### config.mk
export PLATFORM = sky130hd
export DESIGN_NAME = ttc_apb_bridge_mc
export DESIGN_NICKNAME = d
export VERILOG_FILES = /design/src/rtl/ttc_apb_pkg.sv /design/src/rtl/ttc_edge_sync.sv /design/src/rtl/ttc_apb_bridge_mc.sv
export SDC_FILE = /design/constraint.sdc
export NUM_CORES = 1
export LEC_CHECK = 0
export ABC_AREA = 0
export ABC_CLOCK_PERIOD_IN_PS = 10200
export CAP_MARGIN = 15
export CORE_MARGIN = 2
export CORE_UTILIZATION = 31
export CTS_BUF_LIST = sky130_fd_sc_hd__clkbuf_2 sky130_fd_sc_hd__clkbuf_4 sky130_fd_sc_hd__clkbuf_8
export CTS_CLUSTER_DIAMETER = 100
export CTS_CLUSTER_SIZE = 40
export DETAILED_ROUTE_END_ITERATION = 7
export DONT_BUFFER_PORTS = 1
export PLACE_DENSITY = 0.46
export SLEW_MARGIN = 30
export SYNTH_ARGS = -nofsm -noshare
export SYNTH_HDL_FRONTEND = slang
export SYNTH_SLANG_ARGS = --single-unit
### constraint.sdc
create_clock -name Clk -period 10.2 [get_ports Clk]
set_input_delay 3.06 -clock Clk [delete_from_list [all_inputs] [get_ports Clk]]
set_output_delay 3.06 -clock Clk [all_outputs]
set_load 0.05 [all_outputs]
### src/rtl/ttc_apb_pkg.sv
// Shared definitions for the TTC APB bridge: register map, bit positions,
// APB FSM state encoding and helpers.
package ttc_apb_pkg;

    localparam logic [12:0] OFF_CTRL  = 13'h000;
    localparam logic [12:0] OFF_SCID  = 13'h004;
    localparam logic [12:0] OFF_MASK  = 13'h008;
    localparam logic [12:0] OFF_ADDR  = 13'h00C;
    localparam logic [12:0] OFF_INTEN = 13'h010;
    localparam logic [12:0] OFF_INTST = 13'h014;
    localparam logic [12:0] OFF_TMLEN = 13'h018;
    localparam logic [12:0] OFF_TCLEN = 13'h01C;
    localparam logic [12:0] OFF_TMCNT = 13'h030;
    localparam logic [12:0] OFF_TCCNT = 13'h034;
    localparam logic [12:0] OFF_TCERR = 13'h038;

    localparam int TX_BIT       = 0;
    localparam int RX_BIT       = 16;
    localparam int STAT_RXING   = 30;
    localparam int STAT_SENDING = 31;

    localparam logic [31:0] ERR_RDATA = 32'hFFFF_FFFF;

    typedef enum logic [1:0] {
        ST_IDLE,
        ST_RD_WAIT,
        ST_RESP
    } apb_state_t;

    function automatic logic [31:0] bswap32(input logic [31:0] d);
        return {d[7:0], d[15:8], d[23:16], d[31:24]};
    endfunction

endpackage

### src/rtl/ttc_edge_sync.sv
// Two-flop synchroniser followed by a rising-edge detector.
// Ports: i_clk, i_rst (async, active-high), i_async (foreign-domain level),
//        o_rise (one-cycle pulse on a synchronised 0->1 transition).
module ttc_edge_sync (
    input  logic i_clk,
    input  logic i_rst,
    input  logic i_async,
    output logic o_rise
);

    logic r_meta;
    logic r_sync;
    logic r_prev;

    always_ff @(posedge i_clk or posedge i_rst) begin
        if (i_rst) begin
            r_meta <= 1'b0;
            r_sync <= 1'b0;
            r_prev <= 1'b0;
        end else begin
            r_meta <= i_async;
            r_sync <= r_meta;
            r_prev <= r_sync;
        end
    end

    assign o_rise = r_sync & ~r_prev;

endmodule

### src/rtl/ttc_apb_bridge_mc.sv
// APB3 slave between the MSS and N_TX telemetry / N_RX telecommand buffers.
// Ports: APB (PSEL..PSLVERR), status inputs (SpacecraftID, counters, flags),
//        Tx/Rx finish events in, Tx_Start/Rx_Ready/Irq/MASK/ADDR out,
//        TX RAM write port (TXM_*) and RX RAM read port (RXM_*).
module ttc_apb_bridge_mc
    import ttc_apb_pkg::*;
#(
    parameter int          N_TX      = 2,
    parameter int          N_RX      = 2,
    parameter int          BUF_AW    = 8,
    parameter int          RD_LAT    = 1,
    parameter int          SWAP_RD   = 1,
    parameter logic [31:0] BASE_ADDR = 32'h3000_0000,
    parameter int          TM_LEN    = 1784,
    parameter int          TC_LEN    = 1792
) (
    input  logic                           Clk,
    input  logic                           Rst,
    input  logic                           PSEL,
    input  logic                           PENABLE,
    input  logic                           PWRITE,
    input  logic [31:0]                    PADDR,
    input  logic [31:0]                    PWDATA,
    output logic [31:0]                    PRDATA,
    output logic                           PREADY,
    output logic                           PSLVERR,
    input  logic [15:0]                    SpacecraftID,
    input  logic [31:0]                    TM_Packet_Counter,
    input  logic [31:0]                    TC_Packet_Counter,
    input  logic [31:0]                    TC_Error_Counter,
    input  logic                           Flag_Sending,
    input  logic                           Flag_RX_ing,
    input  logic [N_TX-1:0]                Tx_Finish,
    input  logic [N_RX-1:0]                Rx_Finish,
    output logic [N_TX-1:0]                Tx_Start,
    output logic [N_RX-1:0]                Rx_Ready,
    output logic                           Irq,
    output logic [15:0]                    MASK,
    output logic [15:0]                    ADDR,
    output logic                           TXM_WEN,
    output logic [$clog2(N_TX)+BUF_AW-1:0] TXM_WA,
    output logic [31:0]                    TXM_WD,
    output logic                           RXM_REN,
    output logic [$clog2(N_RX)+BUF_AW-1:0] RXM_RA,
    input  logic [31:0]                    RXM_RD
);

    localparam int TXA_W = $clog2(N_TX) + BUF_AW;
    localparam int RXA_W = $clog2(N_RX) + BUF_AW;
    localparam logic [31:0] INT_MASK =
        ((32'd1 << N_TX) - 32'd1) |
        (((32'd1 << N_RX) - 32'd1) << RX_BIT);

    apb_state_t r_state, w_nstate;

    logic              r_pready, r_pslverr, r_irq;
    logic [31:0]       r_prdata, r_int_stat, r_int_en;
    logic [1:0]        r_cnt;
    logic [15:0]       r_mask, r_addr;
    logic [N_TX-1:0]   r_tx_start;
    logic [N_RX-1:0]   r_rx_ready;
    logic              r_txm_wen, r_rxm_ren;
    logic [TXA_W-1:0]  r_txm_wa;
    logic [RXA_W-1:0]  r_rxm_ra;
    logic [31:0]       r_txm_wd;

    logic        w_hit, w_reg, w_tx, w_rx, w_idx_ok, w_lock;
    logic        w_reg_err, w_err, w_rd_rx, w_acc, w_cap, w_wr_ok;
    logic        w_ctrl_wr, w_intst_wr;
    logic [31:0] w_rgn, w_txc, w_rxc, w_word;
    logic [31:0] w_reg_rd, w_status, w_rx_data;
    logic [31:0] w_int_set, w_int_clr;
    logic [12:0] w_off;
    logic [N_TX-1:0] w_txsel, w_tx_rise, w_tx_set, w_tx_done;
    logic [N_RX-1:0] w_rx_rise, w_rx_clr;
    logic        w_unused;

    // Decode
    assign w_hit    = PADDR[31:18] == BASE_ADDR[31:18];
    assign w_rgn    = 32'(PADDR[17:13]);
    assign w_word   = 32'(PADDR[12:2]);
    assign w_off    = {PADDR[12:2], 2'b00};
    assign w_reg    = w_rgn == 32'd0;
    assign w_tx     = w_rgn >= 32'd1 && w_rgn <= 32'(N_TX);
    assign w_rx     = w_rgn > 32'(N_TX) && w_rgn <= 32'(N_TX + N_RX);
    assign w_txc    = w_rgn - 32'd1;
    assign w_rxc    = w_rgn - 32'(N_TX) - 32'd1;
    assign w_idx_ok = (w_word >> BUF_AW) == 32'd0;
    assign w_txsel  = N_TX'(1) << w_txc;
    assign w_lock   = |(r_tx_start & w_txsel);
    assign w_unused = ^PADDR[1:0];

    always_comb begin
        w_status = '0;
        w_status[TX_BIT +: N_TX] = r_tx_start;
        w_status[RX_BIT +: N_RX] = r_rx_ready;
        w_status[STAT_RXING]     = Flag_RX_ing;
        w_status[STAT_SENDING]   = Flag_Sending;
    end

    always_comb begin
        w_reg_rd  = '0;
        w_reg_err = 1'b0;
        case (w_off)
            OFF_CTRL:  w_reg_rd = w_status;
            OFF_SCID:  begin w_reg_rd = 32'(SpacecraftID); w_reg_err = PWRITE; end
            OFF_MASK:  w_reg_rd = 32'(r_mask);
            OFF_ADDR:  w_reg_rd = 32'(r_addr);
            OFF_INTEN: w_reg_rd = r_int_en;
            OFF_INTST: w_reg_rd = r_int_stat;
            OFF_TMLEN: begin w_reg_rd = 32'(TM_LEN); w_reg_err = PWRITE; end
            OFF_TCLEN: begin w_reg_rd = 32'(TC_LEN); w_reg_err = PWRITE; end
            OFF_TMCNT: begin w_reg_rd = TM_Packet_Counter; w_reg_err = PWRITE; end
            OFF_TCCNT: begin w_reg_rd = TC_Packet_Counter; w_reg_err = PWRITE; end
            OFF_TCERR: begin w_reg_rd = TC_Error_Counter; w_reg_err = PWRITE; end
            default:   w_reg_err = 1'b1;
        endcase
    end

    // TX windows are write-only and RX windows read-only.
    assign w_err = w_reg ? w_reg_err :
                   w_tx  ? (!PWRITE || !w_idx_ok || w_lock) :
                   w_rx  ? (PWRITE || !w_idx_ok) : 1'b1;
    assign w_rd_rx = w_rx & ~PWRITE & ~w_err;

    // APB FSM
    always_ff @(posedge Clk or posedge Rst) begin
        if (Rst) r_state <= ST_IDLE;
        else     r_state <= w_nstate;
    end

    always_comb begin
        w_nstate = r_state;
        w_acc    = 1'b0;
        w_cap    = 1'b0;
        case (r_state)
            ST_IDLE: begin
                if (PSEL && PENABLE && !r_pready && w_hit) begin
                    w_acc    = 1'b1;
                    w_nstate = w_rd_rx ? ST_RD_WAIT : ST_RESP;
                end
            end
            ST_RD_WAIT: begin
                if (r_cnt == 2'd1) begin
                    w_cap    = 1'b1;
                    w_nstate = ST_RESP;
                end
            end
            ST_RESP: w_nstate = ST_IDLE;
            default: w_nstate = ST_IDLE;
        endcase
    end

    assign w_wr_ok    = w_acc & PWRITE & ~w_err;
    assign w_ctrl_wr  = w_wr_ok & w_reg & (w_off == OFF_CTRL);
    assign w_intst_wr = w_wr_ok & w_reg & (w_off == OFF_INTST);
    assign w_rx_data  = (SWAP_RD != 0) ? bswap32(RXM_RD) : RXM_RD;

    // Events: a done edge beats a same-cycle CPU start; hardware sets beat W1C.
    genvar g;
    for (g = 0; g < N_TX; g++) begin : g_tx_sync
        ttc_edge_sync u_sync (
            .i_clk(Clk), .i_rst(Rst),
            .i_async(Tx_Finish[g]), .o_rise(w_tx_rise[g])
        );
    end
    for (g = 0; g < N_RX; g++) begin : g_rx_sync
        ttc_edge_sync u_sync (
            .i_clk(Clk), .i_rst(Rst),
            .i_async(Rx_Finish[g]), .o_rise(w_rx_rise[g])
        );
    end

    assign w_tx_set  = w_ctrl_wr ? PWDATA[TX_BIT +: N_TX] : '0;
    assign w_rx_clr  = w_ctrl_wr ? PWDATA[RX_BIT +: N_RX] : '0;
    assign w_tx_done = w_tx_rise & (r_tx_start | w_tx_set);
    assign w_int_clr = w_intst_wr ? PWDATA : '0;

    always_comb begin
        w_int_set = '0;
        w_int_set[TX_BIT +: N_TX] = w_tx_done;
        w_int_set[RX_BIT +: N_RX] = w_rx_rise;
    end

    always_ff @(posedge Clk or posedge Rst) begin
        if (Rst) begin
            r_tx_start <= '0;
            r_rx_ready <= '0;
            r_int_stat <= '0;
            r_int_en   <= '0;
            r_mask     <= '0;
            r_addr     <= '0;
            r_irq      <= 1'b0;
        end else begin
            r_tx_start <= (r_tx_start | w_tx_set) & ~w_tx_done;
            r_rx_ready <= (r_rx_ready & ~w_rx_clr) | w_rx_rise;
            r_int_stat <= ((r_int_stat & ~w_int_clr) | w_int_set) & INT_MASK;
            r_irq      <= |(r_int_stat & r_int_en);
            if (w_wr_ok && w_reg && w_off == OFF_INTEN) r_int_en <= PWDATA & INT_MASK;
            if (w_wr_ok && w_reg && w_off == OFF_MASK)  r_mask <= PWDATA[15:0];
            if (w_wr_ok && w_reg && w_off == OFF_ADDR)  r_addr <= PWDATA[15:0];
        end
    end

    always_ff @(posedge Clk or posedge Rst) begin
        if (Rst) begin
            r_pready  <= 1'b0;
            r_pslverr <= 1'b0;
            r_prdata  <= '0;
            r_cnt     <= '0;
            r_txm_wen <= 1'b0;
            r_txm_wa  <= '0;
            r_txm_wd  <= '0;
            r_rxm_ren <= 1'b0;
            r_rxm_ra  <= '0;
        end else begin
            r_pready  <= (w_acc & ~w_rd_rx) | w_cap;
            r_pslverr <= w_acc & w_err;
            r_txm_wen <= w_wr_ok & w_tx;
            r_rxm_ren <= w_acc & w_rd_rx;
            if (w_acc) begin
                r_prdata <= w_err ? ERR_RDATA :
                            (w_reg && !PWRITE) ? w_reg_rd : '0;
            end else if (w_cap) begin
                r_prdata <= w_rx_data;
            end
            if (w_acc)                      r_cnt <= 2'(RD_LAT);
            else if (r_state == ST_RD_WAIT) r_cnt <= r_cnt - 2'd1;
            if (w_wr_ok && w_tx) begin
                r_txm_wa <= TXA_W'((w_txc << BUF_AW) | w_word);
                r_txm_wd <= PWDATA;
            end
            if (w_acc && w_rd_rx) r_rxm_ra <= RXA_W'((w_rxc << BUF_AW) | w_word);
        end
    end

    assign PRDATA   = r_prdata;
    assign PREADY   = r_pready;
    assign PSLVERR  = r_pslverr;
    assign Tx_Start = r_tx_start;
    assign Rx_Ready = r_rx_ready;
    assign Irq      = r_irq;
    assign MASK     = r_mask;
    assign ADDR     = r_addr;
    assign TXM_WEN  = r_txm_wen;
    assign TXM_WA   = r_txm_wa;
    assign TXM_WD   = r_txm_wd;
    assign RXM_REN  = r_rxm_ren;
    assign RXM_RA   = r_rxm_ra;

endmodule

==> results.cfg, run 1 <==
[pwr]
p_leak_uw = 0.003541
powerDensity_mw_per_mm2 = 131.8
vdd.ir_drop.worst_mv = 0.07449

[cts]
ctsResizeCount = 0
cts_root_buf = clkbuf_8
cts_tree = done
cts_max_level = 4
post_cts.repair.setup_buffers = 0
cts_buffer_depth = 2
clkTransAtPathRegs_ps = 90
clock_sinks = 147
hold_buffers = 0
clk_latency_ps = 460
cts_buffers = 17

[logic_synthesis]
ys_types = 64
syn_avg_cell_area_sq_um = 11.10
synth_mux_area_frac = 0.1905
synthTopCellsByArea = dfrtp_1, mux2_2, mux2i_1
netlist_instances = 680
synth_top_family_by_area = multiplexers
synth_xor_area_frac = 0.001161
ys_seq_area_frac = 0.4875
yosys.area.top_type_share = 0.4875
yosysTopAreaCell = dfrtp_1
synth_adder_area_share = 0.006632
synth-simple-area-share = 0.1177
ys_ff_latch = 147
async_flop_share = 1.000
synth_compound_area_frac = 0.1602
synth_ff_type = dfrtp_1
synth_nets = 903
synth_warnings = 0
netlist_area_sq_mm = 0.007546
synth_enable_flop_cells = 0

[routing]
vias_per_cell = 5.651
drt_iter0_drc = 325
drtAntennaViolNets = 0
wirelength_mm = 27.90
drc = 0
dr.pass1.iters = 5
via_count = 5611
wire_per_inst_um = 28.10

[worst_hold_path]
hp-class = register to register

[floorplan]
initial_core_util = 0.3130
fp.dieW_um = 160.0
fp.dieH_um = 160.0
std_cell_rows = 57
boundaryPins = 342
dieArea_sq_mm = 0.02561
core_area_sq_mm = 0.02411

[sta]
tightest_slew_ps = 951.8
skew_ps = 16.87
slew_viol_final = 0
fin_setup_tns_ps = 0
fmax_mhz = 163.2
min_period_ps = 6128
setup_viol_count_final = 0
hold_viol = 0
rsz0062_at_grt = false
finalWorstSetupSlack_ps = 4072
finalCritPeriodShare = 0.6008
max-slew-margin-rel = 0.3654

[finish]
final_net_count = 879
area_delta_synth_final_pct = 8.804
drive_above_1_share = 0.2167
nFillCells = 2444
diodes = 0

[worst_setup_path]
worst_setup_path_start_kind = primary input
cp_max_fo = 31
worst_ep_required_time_ps = 10540
crit_path_end_kind = register
crit_type = primary input to register
cp.arrival_ps = 6460

[grt]
grt_max_degree = 76
antenna_found_initial = 0
overflow = 0
grt_pass1_vias = 6135
grt_pass1_wl_mm = 41.07
track_usage = 0.2168

[flow_run]
max_cap_violations = 0

[placement]
dp_hpwl_mm = 21.28
place_ws_ps = 3517
portBuffers = 0
place.gp.congestion = 0.8565

[outcome]
outcome = completed
## state kept, by name, indices dropped and copies added (netlist names), 4 cells and up
register	cells
r_int_stat	4
RXM_RA	9
r_int_en	4
TXM_WD	32
ADDR	16
PRDATA	32
MASK	16
TXM_WA	9
## metrics by stage
step / hold slack [ps] / instance area [sq um] / cells / utilization / total power, uW
after floorplan: 331.2 / 7546 / 680 / - / 642.2
after global placement: 334.5 / 7811 / 961 / 0.3240 / 650.3
after detailed placement: 334.7 / 7830 / 961 / 0.3248 / 651.8
after CTS: 355.9 / 8200 / 993 / 0.3402 / 1098
after global routing: 363.2 / 8210 / 993 / 0.3406 / 1131
final: 355.0 / 8210 / 993 / 0.3406 / 1082
## synthesized netlist by cell type (5+ instances only)
| master | instances |
|---|---|
| a211oi_1 | 5 |
| a21o_1 | 9 |
| a21oi_1 | 29 |
| a22oi_1 | 40 |
| a2bb2oi_1 | 16 |
| a31oi_1 | 5 |
| and2_1 | 5 |
| buf_2 | 6 |
| clkbuf_1 | 38 |
| dfrtp_1 | 147 |
| inv_1 | 11 |
| mux2_2 | 74 |
| mux2_4 | 12 |
| mux2i_1 | 39 |
| nand2_1 | 48 |
| nand2b_1 | 7 |
| nand3_1 | 20 |
| nand4_1 | 5 |
| nor2_1 | 18 |
| nor2b_1 | 9 |
| nor3_1 | 10 |
| nor4_1 | 7 |
| o211ai_1 | 5 |
| o21ai_0 | 28 |
| o22ai_1 | 6 |
| o31ai_1 | 5 |
## report_power, final
part           switching [uW]  internal, uW
clock network             258           185
logic                    35.2          17.5
registers                1.58           585
total                     295           787
## worst max-delay path, stage by stage
cell     delay [ps]
nor4b_1         450
nand4_1         630
or3_1           740
nor3_4          620
buf_4           520
mux2_2          390
## final timing paths
check	start	end	slack, ps	cells past startpoint
worst min register to register	g_tx_sync[0].u_sync.r_meta	g_tx_sync[0].u_sync.r_sync	360	0
worst max-delay path	PADDR[24]	TXM_WD[10]	4070	6
max in group asynchronous	Rst	TXM_WD[10]	6460	2
min in group asynchronous	Rst	g_tx_sync[1].u_sync.r_meta	2550	1
worst max register to register	PREADY	TXM_WD[10]	6310	6
worst min-delay path	g_tx_sync[0].u_sync.r_meta	g_tx_sync[0].u_sync.r_sync	360	0
## logic make-up (layout without fill, tap and decap cells)
kind of cell / after synthesis / after routing
AND/OR/NAND/NOR: 164 / 164
flip-flops: 147 / 147
adder cells (fa/ha/maj): 4 / 4
buffers and inverters: 63 / 52
AO/OA/AOI/OAI: 174 / 174
XOR/XNOR: 1 / 1
multiplexers: 127 / 127
## metal layers
metal / GRT usage / vias up / part of all wire
met4: 0.06102 / 0 / 0.019
met1: 0.2558 / 2791 / 0.39
met2: 0.3737 / 302 / 0.50
li1: - / 2491 / -
met5: 0 / - / 0
met3: 0.07714 / 27 / 0.093
## placed cells by master, fill, tap and decap left out, types with 6 or more instances in the layout
cell type | Yosys | final
a21o_1 | 9 | 9
a21oi_1 | 29 | 29
a22oi_1 | 40 | 40
a2bb2oi_1 | 16 | 16
buf_4 | 4 | 8
clkbuf_8 | 0 | 18
dfrtp_1 | 147 | 147
inv_1 | 11 | 10
mux2_2 | 74 | 74
mux2_4 | 12 | 12
mux2i_1 | 39 | 39
nand2_1 | 48 | 48
nand2b_1 | 7 | 7
nand3_1 | 20 | 20
nor2_1 | 18 | 18
nor2b_1 | 9 | 9
nor3_1 | 10 | 10
o21ai_0 | 28 | 28
o22ai_1 | 6 | 6
## cell type report
cell class	instances	area [sq um]	area share
sequential	147	3679	0.4480
multi-input combinational	470	3638	0.4432
tap	324	405.4	0.04938
clock buffer	19	255.2	0.03109
clock inverter	13	115.1	0.01402
timing repair buffer	9	71.32	0.008686
inverter	11	46.29	0.005639
Power figures use the tool's default switching activity.
==> run 2, diff against run 1 <==
--- a/config.mk
+++ b/config.mk
@@ -6,7 +6,7 @@
 export NUM_CORES = 1
 export LEC_CHECK = 0
 export ABC_AREA = 0
-export ABC_CLOCK_PERIOD_IN_PS = 10200
+export ABC_CLOCK_PERIOD_IN_PS = 5000
 export CAP_MARGIN = 15
 export CORE_MARGIN = 2
 export CORE_UTILIZATION = 31
@@ -15,7 +15,7 @@
 export CTS_CLUSTER_SIZE = 40
 export DETAILED_ROUTE_END_ITERATION = 7
 export DONT_BUFFER_PORTS = 1
-export PLACE_DENSITY = 0.46
+export PLACE_DENSITY = 0.47
 export SLEW_MARGIN = 30
 export SYNTH_ARGS = -nofsm -noshare
 export SYNTH_HDL_FRONTEND = slang
==> constraint.sdc (replaced) <==
create_clock -name Clk -period 5 [get_ports Clk]
set_input_delay 1.5 -clock Clk [delete_from_list [all_inputs] [get_ports Clk]]
set_output_delay 1.5 -clock Clk [all_outputs]
set_load 0.05 [all_outputs]
==> results.cfg, run 2 (synthesized netlist as in run 1, its figures left out) <==
[outcome]
outcome = completed

[finish]
drive_above_1_share = 0.2184
nFillCells = 2495
area_delta_synth_final_pct = 9.766
final_net_count = 883
final_cell_mix = dfrtp_1, mux2_2, nand2_1
layout_commonest_cell = dfrtp_1
diodes = 0

[cts]
cts_buffers = 17
cts_max_level = 4
hold_buffers = 0
clk_latency_ps = 460
cts_root_buf = clkbuf_8
post_cts.repair.setup_buffers = 0
ctsResizeCount = 0
cts_buffer_depth = 2
clkTransAtPathRegs_ps = 100
cts_tree = done
clock_sinks = 147

[routing]
drc = 0
wire_per_inst_um = 27.67
vias_per_cell = 5.688
dr.pass1.iters = 5
drtAntennaViolNets = 0
wirelength_mm = 27.59
via_count = 5671
drt_iter0_drc = 308

[pwr]
power_frac_seq = 0.520
p_comb_frac = 0.048
vdd.ir_drop.worst_mv = 0.1360
powerDensity_mw_per_mm2 = 277.8
p_leak_uw = 0.003593
intPower_uw = 1696
clkPwrFrac = 0.432
p_sw_frac = 0.2628
power_switching_uw = 604.6

[worst_setup_path]
r2r_slack_ps = 1900
worst_ep_required_time_ps = 5330
cp_cell_sequence = inv_1 > ha_1 > nor4b_1 > buf_4 > nand4_1 > nor3_1 > nand2_1 > mux2_2
crit_slowest_cell = nand2_1
worst_setup_path_start_kind = primary input
r2r_cells = 7
max_stage_delay_ps = 650
cp_max_fo = 16
cp.arrival_ps = 4110
crit_path_end_kind = register
worstReg2RegEnd = TXM_WD[29]
crit_type = primary input to register
r2r_start = PREADY

[sta]
fin_setup_tns_ps = 0
max-slew-margin-rel = 0.3419
setup_viol_count_final = 0
min_period_ps = 3780
slew_viol_final = 0
tightest_slew_ps = 978.1
hold_viol = 0
holdWs_ps = 357.1
fmax_mhz = 264.6
rsz0062_at_grt = false
skew_ps = 13.61
finalCritPeriodShare = 0.7559

[floorplan]
boundaryPins = 342
core_area_sq_mm = 0.02411
initial_core_util = 0.3130
dieArea_sq_mm = 0.02561
fp.dieH_um = 160.0
std_cell_rows = 57
fp.dieW_um = 160.0

[placement]
dp_hpwl_mm = 20.84
place.gp.congestion = 0.8428
portBuffers = 0

[worst_hold_path]
hp-start = g_tx_sync[0].u_sync.r_meta
hp-class = register to register
min_to = g_tx_sync[0].u_sync.r_sync
hold_depth = 0

[grt]
antenna_found_initial = 0
grt_max_degree = 82
grt_pass1_wl_mm = 40.55
track_usage = 0.2139
overflow = 0
grt_pass1_vias = 6125

[flow_run]
max_cap_violations = 0
==> run 2: cell types whose count changed in the layout (fill, tap and decap cells not counted), sizes merged <==
cell	delta
buf	+4
bufinv	+2
clkbuf	-1
clkinv	+1
clkinvlp	-1
inv	-1
==> run 2: final cells by class <==
class                           instances  area (sq um)  share of cell area
Tap cell                              324         405.4             0.04894
Inverter                               11         45.04            0.005438
Multi-Input combinational cell        470          3635              0.4388
Clock buffer                           18         241.5             0.02915
Timing Repair Buffer                   13         110.1             0.01329
Clock inverter                         14         167.7             0.02024
Sequential cell                       147          3679              0.4441
==> run 2: power by group through the flow <==
stage / Combinational, uW / Clock (uW) / Sequential [uW]
global placement: 111 / 0 / 1220
finish: 111 / 993 / 1200
global route: 124 / 1070 / 1200
detailed placement: 113 / 0 / 1220
CTS: 114 / 1030 / 1200
floorplan: 90.8 / 0 / 1220
==> run 2: worst max-delay path by stage <==
stage,from,slack [ps],endpoint
floorplan,PADDR[11],1490,r_int_en[0]
CTS,PADDR[6],1190,ADDR[6]
global placement,PADDR[6],710,ADDR[6]
finish,PADDR[14],1220,ADDR[6]
detailed placement,PADDR[6],700,ADDR[6]
global route,PADDR[14],1080,ADDR[6]
==> run 2: layer usage <==
metal,vias up,GRT usage,wire length (um)
met1,2875,0.2621,11380
met2,273,0.3701,13730
met3,12,0.07091,2285
met4,0,0.04136,192
li1,2511,-,-
met5,-,0,0
==> run 2: metrics by stage <==
stage / instances / area [sq um] / utilization / setup WS, ps / total power [uW]
after global placement: 964 / 7854 / 0.3258 / 706.0 / 1330
after global routing: 997 / 8283 / 0.3436 / 1082 / 2395
after CTS: 996 / 8269 / 0.3430 / 1189 / 2337
final: 997 / 8283 / 0.3436 / 1220 / 2301
after floorplan: 680 / 7550 / - / 1494 / 1310
after detailed placement: 964 / 7860 / 0.3261 / 700.0 / 1333
==> run 2: critical path: cells and delay by family <==
kind,cells,cell delay [ps]
adder cells (fa/ha/maj),1,200
buffers and inverters,2,310
multiplexers,1,520
AND/OR/NAND/NOR,4,1580
==> run 3, diff against run 2 <==
--- a/config.mk
+++ b/config.mk
@@ -6,7 +6,7 @@
 export NUM_CORES = 1
 export LEC_CHECK = 0
 export ABC_AREA = 0
-export ABC_CLOCK_PERIOD_IN_PS = 5000
+export ABC_CLOCK_PERIOD_IN_PS = 3400
 export CAP_MARGIN = 15
 export CORE_MARGIN = 2
 export CORE_UTILIZATION = 31
==> constraint.sdc (replaced) <==
create_clock -name Clk -period 3.4 [get_ports Clk]
set_input_delay 1.02 -clock Clk [delete_from_list [all_inputs] [get_ports Clk]]
set_output_delay 1.02 -clock Clk [all_outputs]
set_load 0.05 [all_outputs]
==> results.cfg, run 3 (synthesized netlist as in run 1, its figures left out) <==
[outcome]
outcome = completed

[finish]
stdcell_area_sq_mm = 0.008454
final_cell_mix = dfrtp_1, mux2_2, nand2_1
area_delta_synth_final_pct = 12.04
nFillCells = 2464
layout_commonest_cell = dfrtp_1
drive_above_1_share = 0.2373
final_net_count = 901

[worst_hold_path]
hold_depth = 0
min_to = g_rx_sync[1].u_sync.r_sync
hp-start = g_rx_sync[1].u_sync.r_meta
hp-class = register to register

[worst_setup_path]
r2r_cells = 5
crit_type = primary input to register
cp.arrival_ps = 3290
worst_setup_path_start_kind = primary input
cp_max_fo = 16
r2r_slack_ps = 870
r2r_start = r_state[1]
crit_path_end_kind = register
worst_ep_required_time_ps = 3780
worstReg2RegEnd = PRDATA[27]

[cts]
cts_buffers = 17
clk_latency_ps = 460
cts_root_buf = clkbuf_8
hold_buffers = 0
cts_buffer_depth = 2
clkTransAtPathRegs_ps = 100
cts_tree = done
clock_sinks = 147
ctsResizeCount = 0
post_cts.repair.setup_buffers = 0
cts_max_level = 4

[sta]
tightest_slew_ps = 852.8
finalCritPeriodShare = 0.8580
setup_viol_count_final = 0
hold_viol = 0
rsz0062_at_grt = false
skew_ps = 19.04
holdWs_ps = 356.2
min_period_ps = 2917
slew_viol_final = 0
fin_setup_tns_ps = 0
fmax_mhz = 342.8
max-slew-margin-rel = 0.4242

[pwr]
p_comb_frac = 0.050
power_switching_uw = 900.8
p_leak_uw = 0.003697
powerDensity_mw_per_mm2 = 402.4
power_uw = 3402
power_frac_seq = 0.517
intPower_uw = 2501
p_sw_frac = 0.2648
clkPwrFrac = 0.433
vdd.ir_drop.worst_mv = 0.2296

[flow_run]
max_cap_violations = 0

[routing]
top_layer_used = met5
wl_met1_mm = 11.01
route.met3.wl_mm = 2.300
via_count = 5733
drtAntennaViolNets = 0
dr.pass1.iters = 5
drc = 0
vias_per_cell = 5.637
wirelength_mm = 27.67
dr_wl_met2_mm = 13.85
wire_per_inst_um = 27.21
drt_iter0_drc = 351

[floorplan]
dieArea_sq_mm = 0.02561
fp.dieW_um = 160.0
initial_core_util = 0.3130
std_cell_rows = 57
boundaryPins = 342
core_area_sq_mm = 0.02411
fp.dieH_um = 160.0

[placement]
dp_hpwl_mm = 21.19
portBuffers = 0
place.gp.congestion = 0.8605
placed_cell_area_sq_mm = 0.008040

[grt]
grt_max_degree = 70
overflow = 0
antenna_found_initial = 3
grt_pass1_wl_mm = 40.84
grt_pass1_vias = 6280
track_usage = 0.2143
[run 3: changes by cell type in the layout (fill, tap and decap cells not counted)]
cell / previous run / this run
nor4_1: 4 / 5
buf_12: 1 / 4
nor4_2: 3 / 2
buf_4: 12 / 27
diode_2: 0 / 2
[run 3: final cells by class]
class,count,area (sq um),share of cell area
flip-flops and latches,147,3679,0.4351
multi-input cells,470,3628,0.4292
well taps,324,405.4,0.04795
repair buffers,31,282.8,0.03345
clock buffers,18,241.5,0.02856
clock inverters,14,167.7,0.01983
inverters,11,45.04,0.005328
diodes,2,5.005,0.0005920
[run 3: power by group through the flow]
stage	logic, uW	clock network [uW]	registers, uW
after floorplan	134	0	1790
after global placement	170	0	1790
after detailed placement	173	0	1790
after CTS	174	1510	1760
after global routing	189	1590	1760
final	170	1470	1760
[run 3: stage by stage]
stage / instances / util / setup slack (ps)
after floorplan: 680 / - / 373.9
after global placement: 983 / 0.3333 / -82.53
after detailed placement: 983 / 0.3335 / -85.07
after CTS: 1015 / 0.3505 / 388.2
after global routing: 1017 / 0.3507 / 335.0
final: 1017 / 0.3507 / 482.9
[run 3: how the worst max path moves through the flow]
stage          cells after the start  slack (ps)          end       from
2_1_floorplan                      6         370  r_int_en[0]  PADDR[11]
3_3_place_gp                       6         -80    PRDATA[0]   PADDR[6]
3_5_place_dp                       6         -90    PRDATA[0]   PADDR[6]
4_1_cts                            6         390    PRDATA[0]   PADDR[6]
5_1_grt                            6         340   PRDATA[19]   PADDR[6]
6_report                           6         480    PRDATA[0]   PADDR[6]
[run 3: critical path: stages]
cell,delay [ps]
nor4_1,620
buf_4,250
nand2_1,100
or4_1,830
a21o_1,300
a31oi_1,160
[run 3: per-layer routing]
metal	up-vias	GRT usage
met5	-	0
met4	2	0.06511
met3	27	0.07143
met2	279	0.3674
met1	2885	0.2557
li1	2540	-
